`config.mk`:
```
export PLATFORM = sky130hd
export DESIGN_NAME = wave_disp_sched
export DESIGN_NICKNAME = d
export VERILOG_FILES = /design/src/rtl/osc_disp_pkg.sv /design/src/rtl/wave_col_pipe.sv /design/src/rtl/wave_disp_sched.sv
export SDC_FILE = /design/constraint.sdc
export NUM_CORES = 1
export LEC_CHECK = 0
export CORE_ASPECT_RATIO = 2
export CORE_UTILIZATION = 50
export DETAILED_ROUTE_END_ITERATION = 10
export MAX_ROUTING_LAYER = met4
export PLACE_DENSITY_LB_ADDON = 0.05
export SLEW_MARGIN = 20
export SYNTH_ARGS = -nofsm -noshare
export SYNTH_HDL_FRONTEND = slang
export SYNTH_SLANG_ARGS = --single-unit
export TNS_END_PERCENT = 5
```
`constraint.sdc`:
```
create_clock -name pix_clk -period 4.3 [get_ports pix_clk]
set_clock_uncertainty 0.05 [all_clocks]
set_input_delay 1.29 -clock pix_clk [delete_from_list [all_inputs] [get_ports pix_clk]]
set_output_delay 1.29 -clock pix_clk [all_outputs]
set_load 0.1 [all_outputs]
```
`src/rtl/osc_disp_pkg.sv`:
```
// Shared types and screen geometry for the oscilloscope waveform layer.
// The FSM enum, waveform placement and sample width live here so every block agrees.
package osc_disp_pkg;

    typedef enum logic [1:0] {
        IDLE      = 2'd0,
        ARM       = 2'd1,
        CAPTURING = 2'd2,
        READY     = 2'd3
    } sched_state_t;

    localparam int WAVE_X0 = 384;
    localparam int WAVE_W  = 1152;
    localparam int WAVE_Y0 = 285;

    localparam int SAMPLE_BITS = 8;
    localparam logic [SAMPLE_BITS-1:0] SAMPLE_MAX = '1;

endpackage

```
`src/rtl/wave_col_pipe.sv`:
```
// Three-stage display pipeline: column address, sample-to-row conversion, and the
// trace hit test between adjacent columns, with sync/de delayed to stay aligned.
module wave_col_pipe #(
    parameter int X_BITS    = 13,
    parameter int Y_BITS    = 13,
    parameter int ADDR_BITS = 11,
    parameter int WAVE_X0   = osc_disp_pkg::WAVE_X0,
    parameter int WAVE_W    = osc_disp_pkg::WAVE_W,
    parameter int WAVE_Y0   = osc_disp_pkg::WAVE_Y0
) (
    input  logic                                pix_clk,
    input  logic                                rstn,
    input  logic [X_BITS-1:0]                   act_x,
    input  logic [Y_BITS-1:0]                   act_y,
    input  logic                                vs_in,
    input  logic                                hs_in,
    input  logic                                de_in,
    output logic                                rd_en,
    output logic [ADDR_BITS-1:0]                rd_addr,
    input  logic [osc_disp_pkg::SAMPLE_BITS-1:0] rd_data,
    output logic                                vs_out,
    output logic                                hs_out,
    output logic                                de_out,
    output logic                                wave_hit
);

    localparam logic [X_BITS-1:0] X_LO = X_BITS'(WAVE_X0);
    localparam logic [X_BITS-1:0] X_HI = X_BITS'(WAVE_X0 + WAVE_W);

    logic              in_win;
    logic              col0;
    logic [2:0]        sync_d1;
    logic [2:0]        sync_d2;
    logic [2:0]        sync_d3;
    logic [Y_BITS-1:0] ay_d1;
    logic [Y_BITS-1:0] ay_d2;
    logic              win_d2;
    logic              first_d1;
    logic              first_d2;
    logic [Y_BITS-1:0] cur_y;
    logic [Y_BITS-1:0] prev_y;
    logic [Y_BITS-1:0] lo_y;
    logic [Y_BITS-1:0] hi_y;

    assign in_win = de_in && (act_x >= X_LO) && (act_x < X_HI);
    assign col0   = (act_x == X_LO);

    // Sample 255 sits on WAVE_Y0; each step down in value moves two rows down.
    assign cur_y = Y_BITS'(WAVE_Y0) + (Y_BITS'(osc_disp_pkg::SAMPLE_MAX - rd_data) << 1);

    always_comb begin
        lo_y = cur_y;
        hi_y = cur_y;
        if (!first_d2) begin
            if (prev_y < cur_y) begin
                lo_y = prev_y;
            end else begin
                hi_y = prev_y;
            end
        end
    end

    always_ff @(posedge pix_clk or negedge rstn) begin
        if (!rstn) begin
            sync_d1  <= '0;
            sync_d2  <= '0;
            sync_d3  <= '0;
            ay_d1    <= '0;
            ay_d2    <= '0;
            rd_en    <= 1'b0;
            rd_addr  <= '0;
            win_d2   <= 1'b0;
            first_d1 <= 1'b0;
            first_d2 <= 1'b0;
            prev_y   <= '0;
            wave_hit <= 1'b0;
        end else begin
            sync_d1  <= {vs_in, hs_in, de_in};
            sync_d2  <= sync_d1;
            sync_d3  <= sync_d2;
            ay_d1    <= act_y;
            ay_d2    <= ay_d1;
            rd_en    <= in_win;
            rd_addr  <= ADDR_BITS'(act_x - X_LO);
            win_d2   <= rd_en;
            first_d1 <= in_win && col0;
            first_d2 <= first_d1;
            wave_hit <= win_d2 && (ay_d2 >= lo_y) && (ay_d2 <= hi_y);
            // Columns outside the window leave the previous trace point untouched.
            if (win_d2) begin
                prev_y <= cur_y;
            end
        end
    end

    assign vs_out = sync_d3[2];
    assign hs_out = sync_d3[1];
    assign de_out = sync_d3[0];

endmodule

```
`src/rtl/wave_disp_sched.sv`:
```
// Frame-synchronous ping-pong scheduler: arms the capture writer, swaps buffers on
// the vsync rising edge once a capture is complete, and drives the display pipeline.
module wave_disp_sched #(
    parameter int X_BITS    = 13,
    parameter int Y_BITS    = 13,
    parameter int ADDR_BITS = 11,
    parameter int WAVE_X0   = osc_disp_pkg::WAVE_X0,
    parameter int WAVE_W    = osc_disp_pkg::WAVE_W,
    parameter int WAVE_Y0   = osc_disp_pkg::WAVE_Y0
) (
    input  logic                                pix_clk,
    input  logic                                rstn,
    input  logic [X_BITS-1:0]                   act_x,
    input  logic [Y_BITS-1:0]                   act_y,
    input  logic                                vs_in,
    input  logic                                hs_in,
    input  logic                                de_in,
    input  logic                                hold,
    input  logic                                cap_done,
    output logic                                cap_start,
    output logic                                cap_buf_sel,
    output logic                                rd_en,
    output logic [ADDR_BITS-1:0]                rd_addr,
    output logic                                rd_buf_sel,
    input  logic [osc_disp_pkg::SAMPLE_BITS-1:0] rd_data,
    output logic                                vs_out,
    output logic                                hs_out,
    output logic                                de_out,
    output logic                                wave_hit,
    output logic [7:0]                          swap_cnt,
    output osc_disp_pkg::sched_state_t          fsm_state
);

    osc_disp_pkg::sched_state_t state;
    osc_disp_pkg::sched_state_t state_nx;
    logic                       cap_start_nx;
    logic                       swap;
    logic                       vs_q;
    logic                       vs_rise;

    // Writer handshake: cap_start is a one-cycle grant of cap_buf_sel; the writer owns
    // that buffer until it returns a one-cycle cap_done. cap_done is only honoured
    // while CAPTURING, and a completed buffer is handed over only at the next vs edge.
    assign vs_rise     = vs_in && !vs_q;
    assign cap_buf_sel = ~rd_buf_sel;
    assign fsm_state   = state;

    always_comb begin
        state_nx     = state;
        cap_start_nx = 1'b0;
        swap         = 1'b0;
        case (state)
            osc_disp_pkg::IDLE: begin
                state_nx = osc_disp_pkg::ARM;
            end
            osc_disp_pkg::ARM: begin
                if (!hold) begin
                    cap_start_nx = 1'b1;
                    state_nx     = osc_disp_pkg::CAPTURING;
                end
            end
            osc_disp_pkg::CAPTURING: begin
                // A vs edge in the same cycle as cap_done is deliberately not a swap.
                if (cap_done) begin
                    state_nx = osc_disp_pkg::READY;
                end
            end
            osc_disp_pkg::READY: begin
                if (vs_rise) begin
                    swap     = 1'b1;
                    state_nx = osc_disp_pkg::ARM;
                end
            end
            default: begin
                state_nx = osc_disp_pkg::IDLE;
            end
        endcase
    end

    always_ff @(posedge pix_clk or negedge rstn) begin
        if (!rstn) begin
            state      <= osc_disp_pkg::IDLE;
            cap_start  <= 1'b0;
            rd_buf_sel <= 1'b0;
            swap_cnt   <= '0;
            vs_q       <= 1'b0;
        end else begin
            state     <= state_nx;
            cap_start <= cap_start_nx;
            vs_q      <= vs_in;
            if (swap) begin
                rd_buf_sel <= ~rd_buf_sel;
                swap_cnt   <= swap_cnt + 8'd1;
            end
        end
    end

    wave_col_pipe #(
        .X_BITS    (X_BITS),
        .Y_BITS    (Y_BITS),
        .ADDR_BITS (ADDR_BITS),
        .WAVE_X0   (WAVE_X0),
        .WAVE_W    (WAVE_W),
        .WAVE_Y0   (WAVE_Y0)
    ) u_col_pipe (
        .pix_clk  (pix_clk),
        .rstn     (rstn),
        .act_x    (act_x),
        .act_y    (act_y),
        .vs_in    (vs_in),
        .hs_in    (hs_in),
        .de_in    (de_in),
        .rd_en    (rd_en),
        .rd_addr  (rd_addr),
        .rd_data  (rd_data),
        .vs_out   (vs_out),
        .hs_out   (hs_out),
        .de_out   (de_out),
        .wave_hit (wave_hit)
    );

endmodule

```
==> metrics.md, run 1 <==
| Metric | Value |
|---|---|
| Outcome | `finished with violations` |
| Failing checks | `setup timing` |
| Seq/Total Area, Yosys | `0.5452` |
| Clk sink count | `73` |
| Clock share of power | `0.246` |
| Syn_nets | `345` |
| Final setup viols | `1` |
| CP max stage delay | `0.37 ns` |
| Area delta synth->final | `49.14%` |
| Fin worst setup slack | `-0.2198 ns` |
| Largest net degree at the start of global routing | `74` |
| Drt total wl | `7978 microns` |
| Cells after Synth | `270` |
| Ratio of cells with drive above 1 in the final layout | `0.2605` |
| Global-route wire length before repair | `12320 microns` |
| DP HPWL | `5705 microns` |
| Yosys reg bits | `73` |
| Worst setup path category | `primary input to flip-flop` |
| Static Leak | `2.262 nW` |
| Total die area | `7053 sq um` |
| Drt wl/cell | `16.31 microns` |
| Maximum clock frequency | `221.3 MHz` |
| Vias in the first global route | `2803` |
| Ports | `70` |
| Internal | `1.663 mW` |
| NumNets Final | `473` |
| Total of max-cap violations | `0` |
| Final max-slew violation count | `0` |
| Starting DRT DRC Count | `53` |
| Worst reg2reg setup slack | `0.69 ns` |
| Number of buffers added on ports | `69` |
| Largest delay share family, worst path | `compound AO/OA/AOI/OAI gates` |
| Crit. End Element | `flip-flop` |
| Critical path endpoint | `u_col_pipe.wave_hit$_DFF_PN0_` |
| Slew @ Worst Pin | `1.001 ns` |
| VDD IR max | `0.6215 mV` |
| Slew HR | `0.3306` |
| Clock transition at the registers of the reported paths | `0.06 ns` |
| FF-to-FF Start | `u_col_pipe.prev_y[2]$_DFFE_PN0P_` |
| Hold Vio Cnt, Final | `0` |
| Total power | `2.763 mW` |
| Antenna cells | `0` |
| GRT Resource Usage Total | `0.2472` |
| Synth Cell Area | `3351 sq um` |
| Routability cong. | `0.9287` |
| Switching fraction of total power | `0.3981` |
| Clk buf depth | `2` |
| Worst setup SP type | `primary input` |
| Reg2Reg Capture Point | `u_col_pipe.wave_hit$_DFF_PN0_` |
| RSZ-0062 raised after global routing | `true` |
| Post-layout min period | `4.520 ns` |
| H-tree depth | `3` |
| Reg power frac | `0.312` |
| Starting Density | `0.5225` |
| Critical path buffers and inverters | `4` |
| Library cells used by synthesis | `43` |
| Critical path's slowest cell | `a311o_1` |
| Worst-path cell chain | `buf_8, buf_6, a311o_1, o21a_1, ha_4, nand4b_1, nor4_4, buf_4, nor4_4, buf_6, mux2i_1, ha_1, a21oi_2, nor2b_1, a2111oi_2, o21ai_1, a311oi_1, nor3_1` |
| CP arrival | `4.67 ns` |
| Die Y | `117.8 microns` |
| Gate power share | `0.442` |
| Net switching power | `1.100 mW` |
| HP Class | `flip-flop to flip-flop` |
| Commonest non-fill, non-tap cell in the layout | `dfrtp_1` |
| DIE WIDTH | `59.89 microns` |
| Yosys Warn Count | `0` |
| Antenna violations before repair | `0` |
| CP Max Fanout | `6` |
| CTS Buf Count | `9` |
| CP Data Required Time | `4.45 ns` |
| Final Cycle Share | `1.051` |
| Final Core Density | `0.7793` |
| FF-to-FF path depth | `17` |
| CP Depth | `18` |
| Via count | `2556` |
| Core footprint | `6412 sq um` |
| Router iterations before antenna repair | `4` |
| Later-pin clock latency in the skew report | `0.32 ns` |
| Final ANT Viol Nets | `0` |
| Grt total ovfl | `0` |
| Vias/cell | `5.227` |
| CP startpoint | `rd_data[1]` |
| P per Cell Area | `552.9 nW/um^2` |
| Drt drc | `0` |
| Syn avg cell area | `12.41 sq um` |
| Rows | `41` |
| CTS tree | `done` |
| Most frequent cells in the layout | `dfrtp_1 (73), clkdlybuf4s50_1 (62), buf_4 (48)` |
| Root buf cell | `clkbuf_16` |
layer usage:
layer | wire, microns | GRT usage | share of wire
met2 | 4821 | 0.4583 | 0.60
met3 | 248 | 0.04396 | 0.031
met5 | 0 | - | 0
met4 | 314 | 0.1410 | 0.039
met1 | 2593 | 0.2128 | 0.33
power groups by stage:
stage | combinational, mW | sequential (mW) | clock, mW
3_5_place_dp | 1.11 | 0.870 | 0
6_report | 1.22 | 0.861 | 0.681
5_1_grt | 1.30 | 0.874 | 0.728
2_1_floorplan | 0.421 | 1.18 | 0
4_1_cts | 1.15 | 0.859 | 0.696
3_3_place_gp | 1.09 | 0.867 | 0
final cells by class:
type	instances	area, sq um
Clock buffer	10	239.0
Clock inverter	6	43.79
Fill cell	412	1415
Inverter	16	60.06
Multi-Input combinational cell	177	1624
Sequential cell	73	1827
Tap cell	86	107.6
Timing Repair Buffer	121	1096
logic make-up after synthesis:
| logic type | Yosys count | synth area share |
|---|---|---|
| compound gates | 39 | 0.07692 |
| xor+xnor | 19 | 0.05191 |
| fa+ha+maj | 34 | 0.1270 |
| buf+inv | 20 | 0.02353 |
| flops | 73 | 0.5452 |
| mux | 22 | 0.06796 |
| simple gates | 63 | 0.1075 |
sequential cells by signal, summed over array words and instances (netlist names):
register,cells
u_col_pipe.ay_d2,13
u_col_pipe.rd_en,1
u_col_pipe.sync_d3,3
u_col_pipe.win_d2,1
u_col_pipe.rd_addr,11
u_col_pipe.first_d1,1
u_col_pipe.sync_d2,3
u_col_pipe.sync_d1,2
cap_start,1
u_col_pipe.ay_d1,13
u_col_pipe.first_d2,1
u_col_pipe.prev_y,10
fsm_state,2
u_col_pipe.wave_hit,1
swap_cnt,8
vs_q,1
rd_buf_sel,1
worst reg2reg max path, cell delays in order, from the launching register on:
cell and delay, ns:
dfrtp_1 0.43, ha_1 0.33, a21oi_2 0.17, a21oi_2 0.08, a211oi_2 0.16, buf_4 0.16
nor4_4 0.04, buf_4 0.15, nor4_4 0.30, buf_6 0.17, mux2i_1 0.19, ha_1 0.28
a21oi_2 0.14, nor2b_1 0.07, a2111oi_2 0.29, o21ai_1 0.12, a311oi_1 0.30, nor3_1 0.07
cells in the mapped netlist:
master / number / area share
dfrtp_1: 73 / 0.55
ha_1: 34 / 0.13
inv_1: 16 / 0.018
mux2i_1: 16 / 0.048
a21oi_1: 15 / 0.022
xnor2_1: 15 / 0.039
nor2_1: 13 / 0.015
nand2_1: 9 / 0.010
nand3_1: 7 / 0.010
o21ai_1: 7 / 0.010
mux2_2: 6 / 0.020
nand4_1: 6 / 0.011
nor3_1: 6 / 0.0090
nand2b_1: 5 / 0.0093
nor2b_1: 5 / 0.0093
o21a_1: 4 / 0.0090
clkbuf_1: 3 / 0.0034
xor2_1: 3 / 0.0078
and3_1: 2 / 0.0037
o21ai_0: 2 / 0.0030
a2111oi_0: 1 / 0.0026
a2111oi_2: 1 / 0.0045
a211o_1: 1 / 0.0026
a211oi_1: 1 / 0.0022
a211oi_2: 1 / 0.0037
a21o_1: 1 / 0.0022
a221o_1: 1 / 0.0030
a222oi_1: 1 / 0.0030
a2bb2oi_1: 1 / 0.0026
a311o_1: 1 / 0.0030
a311oi_1: 1 / 0.0026
buf_4: 1 / 0.0022
nand3b_1: 1 / 0.0022
nand4b_1: 1 / 0.0026
nor2_4: 1 / 0.0034
nor3_2: 1 / 0.0030
nor4_1: 1 / 0.0019
nor4_2: 1 / 0.0037
nor4_4: 1 / 0.0063
or2_2: 1 / 0.0019
or3_1: 1 / 0.0019
or4b_1: 1 / 0.0030
xor2_2: 1 / 0.0049
stage by stage:
stage	setup TNS, ns	cell area, sq um	hold slack, ns	std cells	setup slack, ns
4_1_cts	-0.3060	4816	0.2970	483	-0.3060
6_report	-0.2198	4997	0.2957	489	-0.2198
3_5_place_dp	-0.8573	4463	0.2847	461	-0.8573
3_3_place_gp	-0.8117	4463	0.2817	461	-0.8117
2_1_floorplan	-0.07742	3386	0.2812	270	-0.07742
5_1_grt	-0.3392	4997	0.3035	489	-0.3392
worst min path at each step:
stage | start | to | slack (ns) | cells past startpoint
6_report | u_col_pipe.sync_d2[2]$_DFF_PN0_ | u_col_pipe.sync_d3[2]$_DFF_PN0_ | 0.30 | 0
5_1_grt | u_col_pipe.ay_d1[12]$_DFF_PN0_ | u_col_pipe.ay_d2[12]$_DFF_PN0_ | 0.30 | 0
4_1_cts | u_col_pipe.first_d1$_DFF_PN0_ | u_col_pipe.first_d2$_DFF_PN0_ | 0.30 | 0
3_5_place_dp | u_col_pipe.first_d1$_DFF_PN0_ | u_col_pipe.first_d2$_DFF_PN0_ | 0.28 | 0
3_3_place_gp | u_col_pipe.ay_d1[12]$_DFF_PN0_ | u_col_pipe.ay_d2[12]$_DFF_PN0_ | 0.28 | 0
2_1_floorplan | u_col_pipe.ay_d1[0]$_DFF_PN0_ | u_col_pipe.ay_d2[0]$_DFF_PN0_ | 0.28 | 0
repair_timing:
item / 4_1_cts / 5_1_grt
pin swaps: 16 / 22
buffers inserted: 7 / 6
gates resized for setup: 24 / 23
setup endpoints to repair: 1 / 1
hold buffers: 0 / 0
Note: power is estimated with default switching activity, not from simulation.
==> inputs of run 2 (changes only) <==
--- a/config.mk
+++ b/config.mk
@@ -8,6 +8,7 @@
 export CORE_ASPECT_RATIO = 2
 export CORE_UTILIZATION = 50
 export DETAILED_ROUTE_END_ITERATION = 10
+export HOLD_SLACK_MARGIN = 0.15
 export MAX_ROUTING_LAYER = met4
 export PLACE_DENSITY_LB_ADDON = 0.05
 export SLEW_MARGIN = 20
==> results of run 2 <==
The final DEF is identical to that of run 1; final timing and power are the same.
